<file path="src/rtl/id_remap_pkg.sv">
// id_remap shared types and helpers.
// Unique-ID field layout and pack/unpack.
package id_remap_pkg;

  localparam int MAX_W    = 8;
  localparam int DEF_ROWS = 4;
  localparam int DEF_COLS = 4;
  localparam int ROW_W    = $clog2(DEF_ROWS);
  localparam int COL_W    = $clog2(DEF_COLS);
  localparam int OCC_W    = $clog2(DEF_ROWS * DEF_COLS) + 1;

  typedef logic [2*MAX_W-1:0] uid_raw_t;

  typedef struct packed {
    logic [MAX_W-1:0] row;
    logic [MAX_W-1:0] col;
  } uid_fields_t;

  function automatic uid_raw_t pack_uid(uid_fields_t f, int col_w);
    uid_raw_t mask;
    mask = (uid_raw_t'(1) << col_w) - uid_raw_t'(1);
    return (uid_raw_t'(f.row) << col_w) | (uid_raw_t'(f.col) & mask);
  endfunction

  function automatic uid_fields_t unpack_uid(uid_raw_t uid, int col_w);
    uid_fields_t f;
    uid_raw_t    mask;
    mask  = (uid_raw_t'(1) << col_w) - uid_raw_t'(1);
    f.row = MAX_W'(uid >> col_w);
    f.col = MAX_W'(uid & mask);
    return f;
  endfunction

endpackage

</file>
<file path="src/rtl/id_remap_prio_enc.sv">
// Lowest-index set-bit finder.
// found_o is the OR of all requests.
module id_remap_prio_enc
  import id_remap_pkg::*;
#(
  parameter  int N  = 4,
  localparam int IW = (N > 1) ? $clog2(N) : 1
) (
  input  logic [N-1:0]  req_i,
  output logic          found_o,
  output logic [IW-1:0] idx_o
);

  // scan high to low so the lowest set bit wins
  always_comb begin
    found_o = |req_i;
    idx_o   = '0;
    for (int i = N - 1; i >= 0; i--) begin
      if (req_i[i]) idx_o = IW'(i);
    end
  end

endmodule

</file>
<file path="src/rtl/id_remap_table_mc.sv">
// Multi-port ID remap table: rows bind an original ID,
// columns hold its outstanding transactions.
module id_remap_table_mc
  import id_remap_pkg::*;
#(
  parameter  int IN_ID_WIDTH    = 4,
  parameter  int NUM_ROWS       = DEF_ROWS,
  parameter  int NUM_COLS       = DEF_COLS,
  parameter  int OUT_ID_WIDTH   = ROW_W + COL_W,
  parameter  int NUM_FREE_PORTS = 2,
  localparam int RW  = $clog2(NUM_ROWS),
  localparam int CW  = $clog2(NUM_COLS),
  localparam int NS  = NUM_ROWS * NUM_COLS,
  localparam int OW  = $clog2(NS) + 1,
  localparam int P   = NUM_FREE_PORTS,
  localparam int DIW = (P > 1) ? $clog2(P) : 1
) (
  input  logic                            clk,
  input  logic                            rst_n,
  input  logic                            alloc_valid,
  input  logic [IN_ID_WIDTH-1:0]          alloc_orig_id,
  output logic                            alloc_ready,
  output logic [OUT_ID_WIDTH-1:0]         alloc_uid,
  input  logic [P-1:0]                    free_valid,
  input  logic [P-1:0][OUT_ID_WIDTH-1:0]  free_uid,
  output logic [P-1:0]                    rest_valid,
  output logic [P-1:0][IN_ID_WIDTH-1:0]   rest_orig_id,
  output logic [P-1:0]                    rest_err,
  output logic [OW-1:0]                   occupancy,
  output logic                            full,
  output logic                            empty
);

  if (OUT_ID_WIDTH < RW + CW) begin : g_bad_uid_w
    $error("OUT_ID_WIDTH narrower than row+col fields");
  end
  if (P < 1 || P > 4) begin : g_bad_ports
    $error("NUM_FREE_PORTS must be 1..4");
  end

  localparam logic [CW:0]   CNT_ONE = (CW + 1)'(1);
  localparam logic [OW-1:0] OCC_ONE = OW'(1);

  logic [NUM_COLS-1:0]    slot_v_q  [NUM_ROWS];
  logic [NUM_COLS-1:0]    slot_v_d  [NUM_ROWS];
  logic [IN_ID_WIDTH-1:0] slot_id_q [NUM_ROWS][NUM_COLS];
  logic [IN_ID_WIDTH-1:0] slot_id_d [NUM_ROWS][NUM_COLS];
  logic [NUM_ROWS-1:0]    bound_q, bound_d;
  logic [IN_ID_WIDTH-1:0] bid_q [NUM_ROWS];
  logic [IN_ID_WIDTH-1:0] bid_d [NUM_ROWS];
  logic [CW:0]            cnt_q [NUM_ROWS];
  logic [CW:0]            cnt_d [NUM_ROWS];
  logic [OW-1:0]          occ_q, occ_d;
  logic [P-1:0]           rv_q, rv_d, re_q, re_d;
  logic [P-1:0][IN_ID_WIDTH-1:0] rid_q, rid_d;

  logic [NUM_ROWS-1:0] hit_vec;
  logic                hit_any, unb_any, col_any;
  logic [RW-1:0]       hit_row, unb_row, sel_row;
  logic [CW-1:0]       sel_col;
  logic                alloc_fire;
  uid_fields_t         a_fld;
  uid_raw_t            a_raw;
  logic                unused_araw;

  logic [RW-1:0] f_row [P];
  logic [CW-1:0] f_col [P];
  logic [P-1:0]  ok;

  // rows already bound to the requested ID
  always_comb begin
    hit_vec = '0;
    for (int r = 0; r < NUM_ROWS; r++)
      hit_vec[r] = bound_q[r] && (bid_q[r] == alloc_orig_id);
  end

  id_remap_prio_enc #(.N(NUM_ROWS)) u_hit_enc (
    .req_i(hit_vec), .found_o(hit_any), .idx_o(hit_row)
  );

  id_remap_prio_enc #(.N(NUM_ROWS)) u_unb_enc (
    .req_i(~bound_q), .found_o(unb_any), .idx_o(unb_row)
  );

  assign sel_row = hit_any ? hit_row : unb_row;

  id_remap_prio_enc #(.N(NUM_COLS)) u_col_enc (
    .req_i(~slot_v_q[sel_row]), .found_o(col_any), .idx_o(sel_col)
  );

  assign alloc_ready = alloc_valid && (hit_any || unb_any) && col_any;
  assign alloc_fire  = alloc_ready;

  // build the zero-extended {row, col} unique ID
  always_comb begin
    a_fld     = '0;
    a_fld.row = MAX_W'(sel_row);
    a_fld.col = MAX_W'(sel_col);
    a_raw     = pack_uid(a_fld, CW);
  end

  assign alloc_uid   = a_raw[OUT_ID_WIDTH-1:0];
  assign unused_araw = ^a_raw[2*MAX_W-1:OUT_ID_WIDTH];

  for (genvar p = 0; p < P; p++) begin : g_port
    uid_fields_t    fld;
    logic [P-1:0]   same;
    logic           dup;
    logic           unused_fld;
    logic [DIW-1:0] unused_dup_idx;

    // decode row/col, ignoring upper uid bits
    always_comb fld = unpack_uid(uid_raw_t'(free_uid[p]), CW);

    assign f_row[p]   = fld.row[RW-1:0];
    assign f_col[p]   = fld.col[CW-1:0];
    assign unused_fld = ^{fld.row[MAX_W-1:RW], fld.col[MAX_W-1:CW]};

    // lower ports freeing the same slot this cycle
    always_comb begin
      same = '0;
      for (int q = 0; q < p; q++)
        same[q] = free_valid[q] && (f_row[q] == f_row[p])
                  && (f_col[q] == f_col[p]);
    end

    id_remap_prio_enc #(.N(P)) u_dup_enc (
      .req_i(same), .found_o(dup), .idx_o(unused_dup_idx)
    );

    assign ok[p] = free_valid[p] && slot_v_q[f_row[p]][f_col[p]] && !dup;
  end

  // table next state: frees clear, alloc sets, rows rebind on count
  always_comb begin
    slot_v_d  = slot_v_q;
    slot_id_d = slot_id_q;
    cnt_d     = cnt_q;
    bid_d     = bid_q;
    bound_d   = '0;
    occ_d     = occ_q;
    for (int p = 0; p < P; p++) begin
      if (ok[p]) begin
        slot_v_d[f_row[p]][f_col[p]] = 1'b0;
        cnt_d[f_row[p]] = cnt_d[f_row[p]] - CNT_ONE;
        occ_d = occ_d - OCC_ONE;
      end
    end
    if (alloc_fire) begin
      slot_v_d[sel_row][sel_col]  = 1'b1;
      slot_id_d[sel_row][sel_col] = alloc_orig_id;
      cnt_d[sel_row] = cnt_d[sel_row] + CNT_ONE;
      occ_d = occ_d + OCC_ONE;
      if (!bound_q[sel_row]) bid_d[sel_row] = alloc_orig_id;
    end
    for (int r = 0; r < NUM_ROWS; r++) begin
      bound_d[r] = (cnt_d[r] != '0);
      if (!bound_d[r]) bid_d[r] = '0;
    end
  end

  // restore results, read before the clear
  always_comb begin
    rv_d  = free_valid;
    re_d  = '0;
    rid_d = '0;
    for (int p = 0; p < P; p++) begin
      if (free_valid[p]) begin
        re_d[p] = !ok[p];
        if (ok[p]) rid_d[p] = slot_id_q[f_row[p]][f_col[p]];
      end
    end
  end

  // state registers
  always_ff @(posedge clk or negedge rst_n) begin
    if (!rst_n) begin
      for (int r = 0; r < NUM_ROWS; r++) begin
        slot_v_q[r] <= '0;
        bid_q[r]    <= '0;
        cnt_q[r]    <= '0;
        for (int c = 0; c < NUM_COLS; c++) slot_id_q[r][c] <= '0;
      end
      bound_q <= '0;
      occ_q   <= '0;
      rv_q    <= '0;
      re_q    <= '0;
      rid_q   <= '0;
    end else begin
      slot_v_q  <= slot_v_d;
      slot_id_q <= slot_id_d;
      bid_q     <= bid_d;
      cnt_q     <= cnt_d;
      bound_q   <= bound_d;
      occ_q     <= occ_d;
      rv_q      <= rv_d;
      re_q      <= re_d;
      rid_q     <= rid_d;
    end
  end

  assign rest_valid   = rv_q;
  assign rest_err     = re_q;
  assign rest_orig_id = rid_q;
  assign occupancy    = occ_q;
  assign full         = (occ_q == OW'(NS));
  assign empty        = (occ_q == '0);

endmodule
</file>
<file path="config.mk">
export PLATFORM = sky130hd
export DESIGN_NAME = id_remap_table_mc
export DESIGN_NICKNAME = d
export VERILOG_FILES = /design/src/rtl/id_remap_pkg.sv /design/src/rtl/id_remap_prio_enc.sv /design/src/rtl/id_remap_table_mc.sv
export SDC_FILE = /design/constraint.sdc
export NUM_CORES = 1
export LEC_CHECK = 0
export CORE_MARGIN = 2
export CORE_UTILIZATION = 50
export CTS_CLUSTER_DIAMETER = 150
export DETAILED_ROUTE_END_ITERATION = 8
export DONT_BUFFER_PORTS = 1
export GPL_ROUTABILITY_DRIVEN = 0
export SLEW_MARGIN = 20
export SYNTH_ARGS = -nofsm -noshare
export SYNTH_HDL_FRONTEND = slang
export SYNTH_HIERARCHICAL = 1
export SYNTH_SLANG_ARGS = --single-unit
</file>
<file path="constraint.sdc">
create_clock -name clk -period 9 [get_ports clk]
set_clock_uncertainty 0.2 [all_clocks]
set_input_delay 1.8 -clock clk [delete_from_list [all_inputs] [get_ports clk]]
set_output_delay 1.8 -clock clk [all_outputs]
set_load 0.01 [all_outputs]
</file>
==> impl_metrics.py <==
metrics = {
    "status": {
        "status": "completed",
    },
    "finish": {
        "drive_above_1_share_pct": 22.9,
        "nets": 737,
        "diodes": 0,
        "fin_cells": 942,
        "postLayoutCellArea_um2": 8700,
        "area_growth_pct": 9.22,
    },
    "drt": {
        "viasPerCell": 6.18,
        "drc": 0,
        "first_iter_violations": 593,
        "via_count": 5819,
        "ant_nets": 0,
        "routed_wl_um": 21100,
        "detail_route.first_pass.iterations": 7,
        "wire_per_inst_um": 22.4,
    },
    "cts": {
        "path_clk_slew_ns": 0.06,
        "cts.hold.buffers_added": 0,
        "cts.sinks": 129,
        "cts_made_buffers": 17,
        "cts_tree": "built",
        "post_cts_resized": 0,
        "cts.path.max_buffers": 2,
        "worst_skew_pair.late_latency_ns": 0.43,
        "post_cts_buffers": 0,
        "cts_max_level": 4,
        "cts_root_buffer": "clkbuf_16",
    },
    "setup_path": {
        "end_kind": "primary output",
        "arrival_ns": 5.20,
        "path_class": "in2out",
        "crit_required_ns": 7.00,
        "cp_slowest_cell": "clkinv_1",
        "cp_slowest_stage_delay_ns": 0.52,
        "critPathMaxFanout": 19,
        "critPathLaunchType": "input port",
        "crit_path_frequent_cell": "nand2_1",
        "cp_cell_sequence": "inv_1 > a222oi_1 > nor4b_1 > nor2_1 > nand2_1 > mux2i_1 > buf_4 > clkinv_1 > nand2_1 > nand2_1 > o21ai_0 > nor2_1 > nand2_1 > o211ai_1 > inv_1",
    },
    "sta": {
        "maxSlewViolCount": 0,
        "grt_setup_unrepaired": "false",
        "max_freq_ghz": 0.139,
        "slew_headroom_pct": 36.9,
        "final.setup.tns_ns": 0,
        "fin_ws_ns": 1.80,
        "worstMarginPinSlew_ns": 0.947,
        "post-route-min-period_ns": 7.20,
        "finalHoldViolCount": 0,
        "setup_viol": 0,
        "fin_crit_sh_pct": 80.0,
    },
    "hold_path": {
        "hold_class": "reg2reg",
    },
    "floorplan": {
        "num_rows": 46,
        "dieWidth_um": 130,
        "dieArea_um2": 17000,
        "core_area_um2": 15700,
        "initial_utilization_pct": 50.7,
        "die_y_um": 130,
        "ios": 41,
    },
    "global_route": {
        "grt_pass1_vias": 5907,
        "antenna_found_initial": 0,
        "grt_pass1_wl_um": 33000,
        "gr-total-overflow": 0,
        "grt_start_max_net_pins": 130,
        "grt_usage_pct": 26.1,
    },
    "placed_design": {
        "dp_hpwl_um": 14500,
        "dpl_worst_slack_ns": 1.93,
        "port_buffers": 0,
        "postPlaceCellArea_um2": 8080,
        "place_inst": 910,
    },
    "pwr": {
        "power.density_nw_per_um2": 346,
        "p_leak_nw": 3.72,
        "irDropWorstVdd_mv": 0.152,
    },
    "synth": {
        "synth_warnings": 6,
        "syn_area_um2": 7970,
        "avgSynthCellArea_um2": 10.9,
        "synth_cells": 728,
    },
    "job": {
        "drv_cap": 0,
    },
}
[flip-flops by register name, summed over array words and instances (netlist names)]
name / cells
occupancy: 5
cnt_q: 12
slot_v_q: 16
slot_id_q: 64
rest_orig_id: 8
rest_err: 2
rest_valid: 2
bid_q: 16
bound_q: 4
[area by class of cell]
cell class                      count  area, um^2
Fill cell                        1355        7010
Clock inverter                     11         154
Tap cell                          216         270
Sequential cell                   129        3230
Multi-Input combinational cell    544        4490
Timing Repair Buffer                2        15.0
Clock buffer                       21         470
Inverter                           19        71.3
[final timing paths]
kind	cells after the start	endpoint	slack [ns]	start
worst max-delay path	15	alloc_ready	1.80	alloc_orig_id[3]
worst min-delay path	2	slot_id_q[47]	0.31	slot_id_q[47]
worst max register to register	18	bid_q[2]	3.46	bid_q[4]
worst min register to register	2	slot_id_q[47]	0.31	slot_id_q[47]
max in group asynchronous	0	slot_id_q[62]	7.50	rst_n
min in group asynchronous	0	bound_q[1]	0.88	rst_n
[placed cells by master, fill, tap and decap left out, types with 4 or more instances in the layout]
master	n
nand2_1	76
a22oi_1	5
ha_1	7
a21oi_2	7
and2_1	16
nand2b_1	13
nor3_1	20
and3b_1	8
xor2_1	16
nor2b_1	5
a21oi_1	16
o21ai_0	38
mux4_2	45
o211ai_1	6
inv_1	18
o221ai_1	12
xnor2_1	26
mux2i_1	37
nor2_1	55
clkbuf_16	17
nand3_1	21
clkinv_4	4
mux2_2	72
dfrtp_1	129
[layer usage]
layer | share of wire, % | track usage (%) | routed length (um)
met5 | 0 | 0 | 0
met4 | 2.3 | 10.2 | 486
met3 | 4.6 | 4.63 | 967
met2 | 49 | 42.0 | 10200
met1 | 45 | 35.6 | 9410
[metrics by stage]
| stage | util (%) | total power, mW | hold WS [ns] |
|---|---|---|---|
| after floorplan | - | 1.95 | 0.261 |
| after global placement | 51.4 | 2.22 | 0.286 |
| after detailed placement | 51.4 | 2.26 | 0.298 |
| after CTS | 55.4 | 3.00 | 0.310 |
| after global routing | 55.4 | 3.18 | 0.337 |
| final | 55.4 | 3.01 | 0.315 |
[worst max-delay path: cells and delay by family]
| family | cells | cell delay [ns] |
|---|---|---|
| AO/OA/AOI/OAI | 3 | 0.96 |
| AND/OR/NAND/NOR | 7 | 1.08 |
| buffers and inverters | 4 | 1.15 |
| multiplexers | 1 | 0.20 |
[report_power, final]
group          switching, mW  internal, mW
Sequential             0.200         0.808
Combinational          0.707         0.569
Clock                  0.269         0.460
(Power assumes the default switching activity.)
